**src/rtl/blueberry_pkg.sv**
```systemverilog
// Shared types and constants for the program sequencer: FSM state encoding,
// default word width and the timestep width/encodings used by the controller.
package blueberry_pkg;

  localparam int BB_WORD_W = 10;
  localparam int TS_W      = 2;

  typedef logic [TS_W-1:0] ts_t;

  localparam ts_t TS0 = 2'd0;
  localparam ts_t TS1 = 2'd1;
  localparam ts_t TS2 = 2'd2;
  localparam ts_t TS3 = 2'd3;

  typedef enum logic [2:0] {
    ST_IDLE,
    ST_RUN,
    ST_PAUSED,
    ST_STEP,
    ST_DONE
  } seq_state_e;

endpackage

```
**src/rtl/program_sequencer_if.sv**
```systemverilog
// Control, program-memory and bus signals of the program sequencer.
// The slave modport is the sequencer's view; master is the environment's.
interface program_sequencer_if #(
  parameter int ADDR_W = 8,
  parameter int WORD_W = blueberry_pkg::BB_WORD_W
);
  logic              run_i;
  logic              step_i;
  logic              halt_req_i;
  logic              clr_i;
  logic              ext_i;
  logic [ADDR_W-1:0] last_addr_i;
  logic [ADDR_W-1:0] prog_addr_o;
  logic [WORD_W-1:0] prog_data_i;
  logic [WORD_W-1:0] data_o;
  logic [1:0]        timestep_o;
  logic              hold_o;
  logic              done_o;
  logic              err_o;
  logic              bp_en_i;
  logic [ADDR_W-1:0] bp_addr_i;
  logic              bp_hit_o;

  modport slave (
    input  run_i, step_i, halt_req_i, clr_i, ext_i, last_addr_i, prog_data_i,
           bp_en_i, bp_addr_i,
    output prog_addr_o, data_o, timestep_o, hold_o, done_o, err_o, bp_hit_o
  );

  modport master (
    output run_i, step_i, halt_req_i, clr_i, ext_i, last_addr_i, prog_data_i,
           bp_en_i, bp_addr_i,
    input  prog_addr_o, data_o, timestep_o, hold_o, done_o, err_o, bp_hit_o
  );
endinterface

```
**src/rtl/timestep_counter.sv**
```systemverilog
// Instruction timestep counter: clears on instruction complete, otherwise
// counts; a 3->0 wrap without completion sets a sticky error flag.
module timestep_counter
  import blueberry_pkg::*;
(
  input  logic clk,
  input  logic rst_n,
  input  logic active_i,
  input  logic clr_i,
  input  logic err_clr_i,
  output ts_t  ts_o,
  output logic err_o
);

  ts_t  ts_q, ts_d;
  logic err_q, err_d;

  // NOTE: every variable gets a default before any branch so no latch is inferred.
  always_comb begin
    ts_d  = TS0;
    err_d = err_q;
    if (err_clr_i) err_d = 1'b0;
    if (active_i) begin
      if (clr_i) begin
        ts_d = TS0;
      end else begin
        ts_d = ts_q + TS1;
        if (ts_q == TS3) err_d = 1'b1;
      end
    end
  end

  // NOTE: state registers use non-blocking assignments so all flops update together.
  always_ff @(posedge clk or negedge rst_n) begin
    if (!rst_n) begin
      ts_q  <= TS0;
      err_q <= 1'b0;
    end else begin
      ts_q  <= ts_d;
      err_q <= err_d;
    end
  end

  assign ts_o  = ts_q;
  assign err_o = err_q;

endmodule

```
**src/rtl/program_sequencer.sv**
```systemverilog
// Program sequencer: walks the program counter through memory, paces the
// controller's timesteps and supports run/halt/single-step control.
// Optional breakpoint logic is enabled by defining BLUEBERRY_BREAKPOINT_EN.
module program_sequencer
  import blueberry_pkg::*;
#(
  parameter int ADDR_W = 8,
  parameter int WORD_W = BB_WORD_W
) (
  input logic              clk,
  input logic              rst_n,
  program_sequencer_if.slave bus
);

  seq_state_e        state_q, state_d;
  logic [ADDR_W-1:0] pc_q, pc_d;
  logic [ADDR_W-1:0] pc_inc;
  logic              active;
  logic              boundary;
  logic              past_end;
  logic              restart;
  logic              bp_match;
  ts_t               ts;
  logic              err;

  assign active   = (state_q == ST_RUN) || (state_q == ST_STEP);
  assign boundary = active && bus.clr_i;
  assign pc_inc   = pc_q + ADDR_W'(1);
  // The PC wraps silently, so a wrapped next PC never reads as past the end.
  assign past_end = pc_inc > bus.last_addr_i;
  assign restart  = bus.run_i &&
                    (((state_q == ST_IDLE) && !bus.halt_req_i) || (state_q == ST_DONE));

  timestep_counter u_ts (
    .clk       (clk),
    .rst_n     (rst_n),
    .active_i  (active),
    .clr_i     (bus.clr_i),
    .err_clr_i (restart),
    .ts_o      (ts),
    .err_o     (err)
  );

  always_comb begin
    state_d = state_q;
    unique case (state_q)
      ST_IDLE:   if (restart) state_d = ST_RUN;
      ST_RUN: begin
        if (boundary) begin
          if (past_end)                         state_d = ST_DONE;
          else if (bus.halt_req_i || bp_match)  state_d = ST_PAUSED;
        end
      end
      ST_PAUSED: begin
        if (bus.run_i)       state_d = ST_RUN;
        else if (bus.step_i) state_d = ST_STEP;
      end
      ST_STEP:   if (boundary) state_d = past_end ? ST_DONE : ST_PAUSED;
      ST_DONE:   if (restart) state_d = ST_RUN;
      default:   state_d = ST_IDLE;
    endcase
  end

  always_comb begin
    pc_d = pc_q;
    if (restart)                              pc_d = '0;
    else if (active && (bus.clr_i || bus.ext_i)) pc_d = pc_inc;
  end

  always_ff @(posedge clk or negedge rst_n) begin
    if (!rst_n) begin
      state_q <= ST_IDLE;
      pc_q    <= '0;
    end else begin
      state_q <= state_d;
      pc_q    <= pc_d;
    end
  end

`ifdef BLUEBERRY_BREAKPOINT_EN
  logic bp_hit_q, bp_hit_d;

  assign bp_match = bus.bp_en_i && (pc_inc == bus.bp_addr_i);
  // A completing program wins over the breakpoint, so no pulse in that case.
  assign bp_hit_d = (state_q == ST_RUN) && boundary && !past_end && bp_match;

  always_ff @(posedge clk or negedge rst_n) begin
    if (!rst_n) bp_hit_q <= 1'b0;
    else        bp_hit_q <= bp_hit_d;
  end

  assign bus.bp_hit_o = bp_hit_q;
`else
  logic bp_unused;

  assign bp_unused    = ^{bus.bp_en_i, bus.bp_addr_i};
  assign bp_match     = 1'b0;
  assign bus.bp_hit_o = 1'b0;
`endif

  assign bus.prog_addr_o = pc_q;
  assign bus.data_o      = active ? bus.prog_data_i : '0;
  assign bus.timestep_o  = ts;
  assign bus.hold_o      = !active;
  assign bus.done_o      = (state_q == ST_DONE);
  assign bus.err_o       = err;

endmodule

```
**src/flat_wrapper.sv**
```systemverilog
// flat-port wrapper written by rule: the top's interface ports become plain ports
module program_sequencer_flat import blueberry_pkg::*;
#(
  parameter int ADDR_W = 8,
  parameter int WORD_W = BB_WORD_W
)
  (clk, rst_n, bus_run_i, bus_step_i, bus_halt_req_i, bus_clr_i, bus_ext_i, bus_last_addr_i, bus_prog_data_i, bus_bp_en_i, bus_bp_addr_i, bus_prog_addr_o, bus_data_o, bus_timestep_o, bus_hold_o, bus_done_o, bus_err_o, bus_bp_hit_o);
  program_sequencer_if #(.ADDR_W(ADDR_W), .WORD_W(WORD_W)) bus_i ();
  input logic clk;
  input logic rst_n;
  input wire logic [$bits(bus_i.run_i)-1:0] bus_run_i;
  input wire logic [$bits(bus_i.step_i)-1:0] bus_step_i;
  input wire logic [$bits(bus_i.halt_req_i)-1:0] bus_halt_req_i;
  input wire logic [$bits(bus_i.clr_i)-1:0] bus_clr_i;
  input wire logic [$bits(bus_i.ext_i)-1:0] bus_ext_i;
  input wire logic [$bits(bus_i.last_addr_i)-1:0] bus_last_addr_i;
  input wire logic [$bits(bus_i.prog_data_i)-1:0] bus_prog_data_i;
  input wire logic [$bits(bus_i.bp_en_i)-1:0] bus_bp_en_i;
  input wire logic [$bits(bus_i.bp_addr_i)-1:0] bus_bp_addr_i;
  output wire logic [$bits(bus_i.prog_addr_o)-1:0] bus_prog_addr_o;
  output wire logic [$bits(bus_i.data_o)-1:0] bus_data_o;
  output wire logic [$bits(bus_i.timestep_o)-1:0] bus_timestep_o;
  output wire logic [$bits(bus_i.hold_o)-1:0] bus_hold_o;
  output wire logic [$bits(bus_i.done_o)-1:0] bus_done_o;
  output wire logic [$bits(bus_i.err_o)-1:0] bus_err_o;
  output wire logic [$bits(bus_i.bp_hit_o)-1:0] bus_bp_hit_o;
  assign bus_i.run_i = bus_run_i;
  assign bus_i.step_i = bus_step_i;
  assign bus_i.halt_req_i = bus_halt_req_i;
  assign bus_i.clr_i = bus_clr_i;
  assign bus_i.ext_i = bus_ext_i;
  assign bus_i.last_addr_i = bus_last_addr_i;
  assign bus_i.prog_data_i = bus_prog_data_i;
  assign bus_i.bp_en_i = bus_bp_en_i;
  assign bus_i.bp_addr_i = bus_bp_addr_i;
  assign bus_prog_addr_o = bus_i.prog_addr_o;
  assign bus_data_o = bus_i.data_o;
  assign bus_timestep_o = bus_i.timestep_o;
  assign bus_hold_o = bus_i.hold_o;
  assign bus_done_o = bus_i.done_o;
  assign bus_err_o = bus_i.err_o;
  assign bus_bp_hit_o = bus_i.bp_hit_o;
  program_sequencer #(.ADDR_W(ADDR_W), .WORD_W(WORD_W)) u_core (.clk(clk), .rst_n(rst_n), .bus(bus_i));
endmodule
```
**config.mk**
```make
export PLATFORM = sky130hd
export DESIGN_NAME = program_sequencer_flat
export DESIGN_NICKNAME = d
export VERILOG_FILES = /design/src/rtl/blueberry_pkg.sv /design/src/rtl/program_sequencer_if.sv /design/src/rtl/timestep_counter.sv /design/src/rtl/program_sequencer.sv /design/src/flat_wrapper.sv
export SDC_FILE = /design/constraint.sdc
export NUM_CORES = 1
export LEC_CHECK = 0
export BUFFER_PORTS_ARGS = -buffer_cell sky130_fd_sc_hd__buf_2
export CORE_MARGIN = 3
export CORE_UTILIZATION = 40
export DETAILED_ROUTE_END_ITERATION = 16
export PLACE_DENSITY = 0.76
export REMOVE_ABC_BUFFERS = 1
export SLEW_MARGIN = 0
export SYNTH_ARGS = -nofsm -noshare
export SYNTH_HDL_FRONTEND = slang
export SYNTH_HIERARCHICAL = 1
export SYNTH_SLANG_ARGS = --single-unit
```
**constraint.sdc**
```tcl
create_clock -name clk -period 2 [get_ports clk]
set_clock_uncertainty 0.05 [all_clocks]
set_input_delay 0.1 -clock clk [delete_from_list [all_inputs] [get_ports clk]]
set_output_delay 0.1 -clock clk [all_outputs]
set_load 0.02 [all_outputs]
```
==> results.md <==
* GRT Util Overall at approximately 17%
* Total wire length at 2770 um
* Die Span Y at approximately 57 um
* Cells after synthesis at between 100 and 150
* Yosys warning count at 6
* Largest net degree at the start of global routing at 18
* Outcome: finished with violations
* Post-DRT Antenna Nets at 0
* Seq cells post-synth at 14
* Max Transition Viols Final at 0
* Area of the die at 3280 um^2
* Area growth syn-to-layout at 48.5%
* Worst slack, placed at -214 ps
* Placed inst area at around 1400 um^2
* Number of vias per cell at 5.07
* CTS clk-pin slew, worst paths at 90 ps
* Core region area at between 2000 and 2500 um^2
* Area of the mapped netlist at around 1000 um^2
* DP HPWL at ~2300 um
* CTS tree: done
* Fin crit share at 105%
* Fmax at 0.477 GHz
* # rows at 17
* Final setup fails at 3
* Clk_lat worst skew at ~280 ps
* PortBufs at between 40 and 50
* Worst setup SP type: flop
* Post-synthesis async set-or-reset flop share at 100%
* GRT overflow at 0
* Avg Cell Area, Syn at a little under 9 um^2
* TritonRoute pass-1 iters at 4
* CP Max Fanout at 4
* N_diodes at 0
* Die Wd at between 50 and 60 um
* WP data arrival at ~2200 ps
* Post-synth EDFFs at 0
* Power per Cell Area at 1150 nW/um^2
* Hold crit path type: input pin to flop
* DR WL met2 at 1410 um
* Top cells by count, synth: dfrtp_1, inv_1, and2_1, ha_1, nand3_1
* Synth top area share at between 30% and 40%
* Final WS setup at -95.1 ps
* Rel. slew slack at between 60 and 70%
* Nets at between 200 and 250
* VDD IR max at between 700 and 800 uV
* Top routing layer in use: met4
* Crit Path Category: flop to flop
* Min Tclk post-route at 2100 ps
* Critical path capture point type: flop
* CTS root buffer: clkbuf_4
* Vias in the first global route at 1137
* I/O pin count at 58
* Layout cells sized above 1 at a little under half
* WL/cell at between 10 and 15 um
* GP Congestion at around 0.74
* Post-synth top flop: dfrtp_1
* Initial antenna violation count at 0
* CP Data Required Time at roughly 2100 ps
* Largest area contributor in the netlist: dfrtp_1
* RSZ-0062 raised after global routing: yes
* Global-route wire length before repair at approximately 4600 um
* Via count at 1091
* Most common cell in the synthesized netlist: dfrtp_1
* Post-route cell area at about 1600 um^2
* End-of-flow core utilization at 66.6%
* Starting Density at ~45%
* Met1 Wirelength at about 1100 um
* Clock Tree Buf Depth at 2
* Failing checks: setup timing
* H-tree depth at 1
* Final Hold Viols at 0
* Iteration-0 DRC Markers at 29
* Metal3 WL at roughly 200 um
* Number of CTS-inserted buffers at 3
* DRC Markers at 0
* Top post-synthesis cells by area: dfrtp_1, ha_1, and2_1
* # Max-Cap Violations at 0
* Clock Sinks at 14
* Slew @ Worst Pin at 555 ps
* WHS at about 44 ps
* Seq/Total Area, Yosys at about a third
* Layout fillers at approximately 200
* Unique cell type count in the Yosys netlist at 37
* Pleak at 0.875 nW
==> flip-flops by register name (all words and copies together) (netlist names) <==
signal                  count
u_core/bus.prog_addr_o      8
u_core/state_q              3
u_core/u_ts/err_o           1
u_core/u_ts/ts_o            2
==> cell usage in the layout, fill, tap and decap left out, types with 2 or more instances in the layout <==
cell type,n
buf_2,47
buf_4,17
dfrtp_1,14
inv_1,13
and2_1,10
ha_1,9
nand2_1,8
nand3_1,8
nand2b_1,5
a21oi_1,5
o21ai_0,4
clkbuf_4,3
nor3_1,3
nor2_1,3
dlygate4sd3_1,2
nand3_2,2
nor2_4,2
xor2_2,2
o21ai_2,2
nand4_1,2
nor2b_1,2
==> worst paths after layout <==
path                                            from                   endpoint  slack, ps  cells after the start
setup / recovery           u_core/bus.prog_addr_o[0]          u_core/state_q[2]       -100                      9
hold / removal                             bus_clr_i        u_core/u_ts/ts_o[0]         40                      2
setup reg to reg           u_core/bus.prog_addr_o[0]          u_core/state_q[2]       -100                      9
hold reg to reg                  u_core/u_ts/ts_o[0]        u_core/u_ts/ts_o[0]        440                      1
max in group asynchronous                      rst_n  u_core/bus.prog_addr_o[6]       1470                      2
min in group asynchronous                      rst_n          u_core/state_q[2]        180                      2
==> per-layer routing <==
metal,vias up,GRT usage (%)
met5,-,0
met4,0,6.29
met3,4,2.49
met2,49,32.3
met1,496,19.7
li1,542,-
==> metrics by stage <==
stage                     cells  total power [W]  TNS, ps
final                       215          0.00179     -206
after global routing        215          0.00194     -518
after CTS                   213          0.00175     -190
after detailed placement    206          0.00149     -569
after global placement      206          0.00145     -250
after floorplan             117          0.00108     -533
==> critical path: stages, from the launching register on <==
cell and delay, ps:
dfrtp_1 420, ha_2 230, nand3_4 90, buf_4 160, xnor2_4 120, ha_1 280, nand4_1 100, a21oi_1 50
o22a_1 240, a32o_1 230
==> timing repair <==
action / CTS / global route
pin swaps: 7 / 3
hold buffers: 2 / 0
buffers inserted: 1 / 2
gates cloned: 0 / 0
gates resized for setup: 6 / 6
endpoints found under the setup margin: 3 / 3
hold endpoints to repair: 15 / 0
==> area by class of cell <==
class                   count  area (um^2)  share of cell area (%)
repair buffers             66          383                    24.6
well taps                  28         35.0                    2.25
flip-flops and latches     14          350                    22.5
clock buffers               4         36.3                    2.33
inverters                  13         48.8                    3.13
multi-input cells          90          706                    45.3
==> power by group <==
group	switching, W	leakage, nW	total, W	internal [W]
sequential	0.0000994	0.184	0.000468	0.000369
combinational	0.000605	0.670	0.00112	0.000511
clock	0.0000937	0.0210	0.000204	0.000111
total	0.000798	0.875	0.00179	0.000990
==> kinds of logic after synthesis <==
family,share of synthesized area [%]
muxes,1.07
xor gates and xnor gates,5.01
AOI/OAI and AO/OA,13.5
other,0.357
DFF,33.4
adders and majority gates,11.9
buffers and inverters,6.20
and+or+nand+nor,28.6
(Power assumes the default switching activity.)
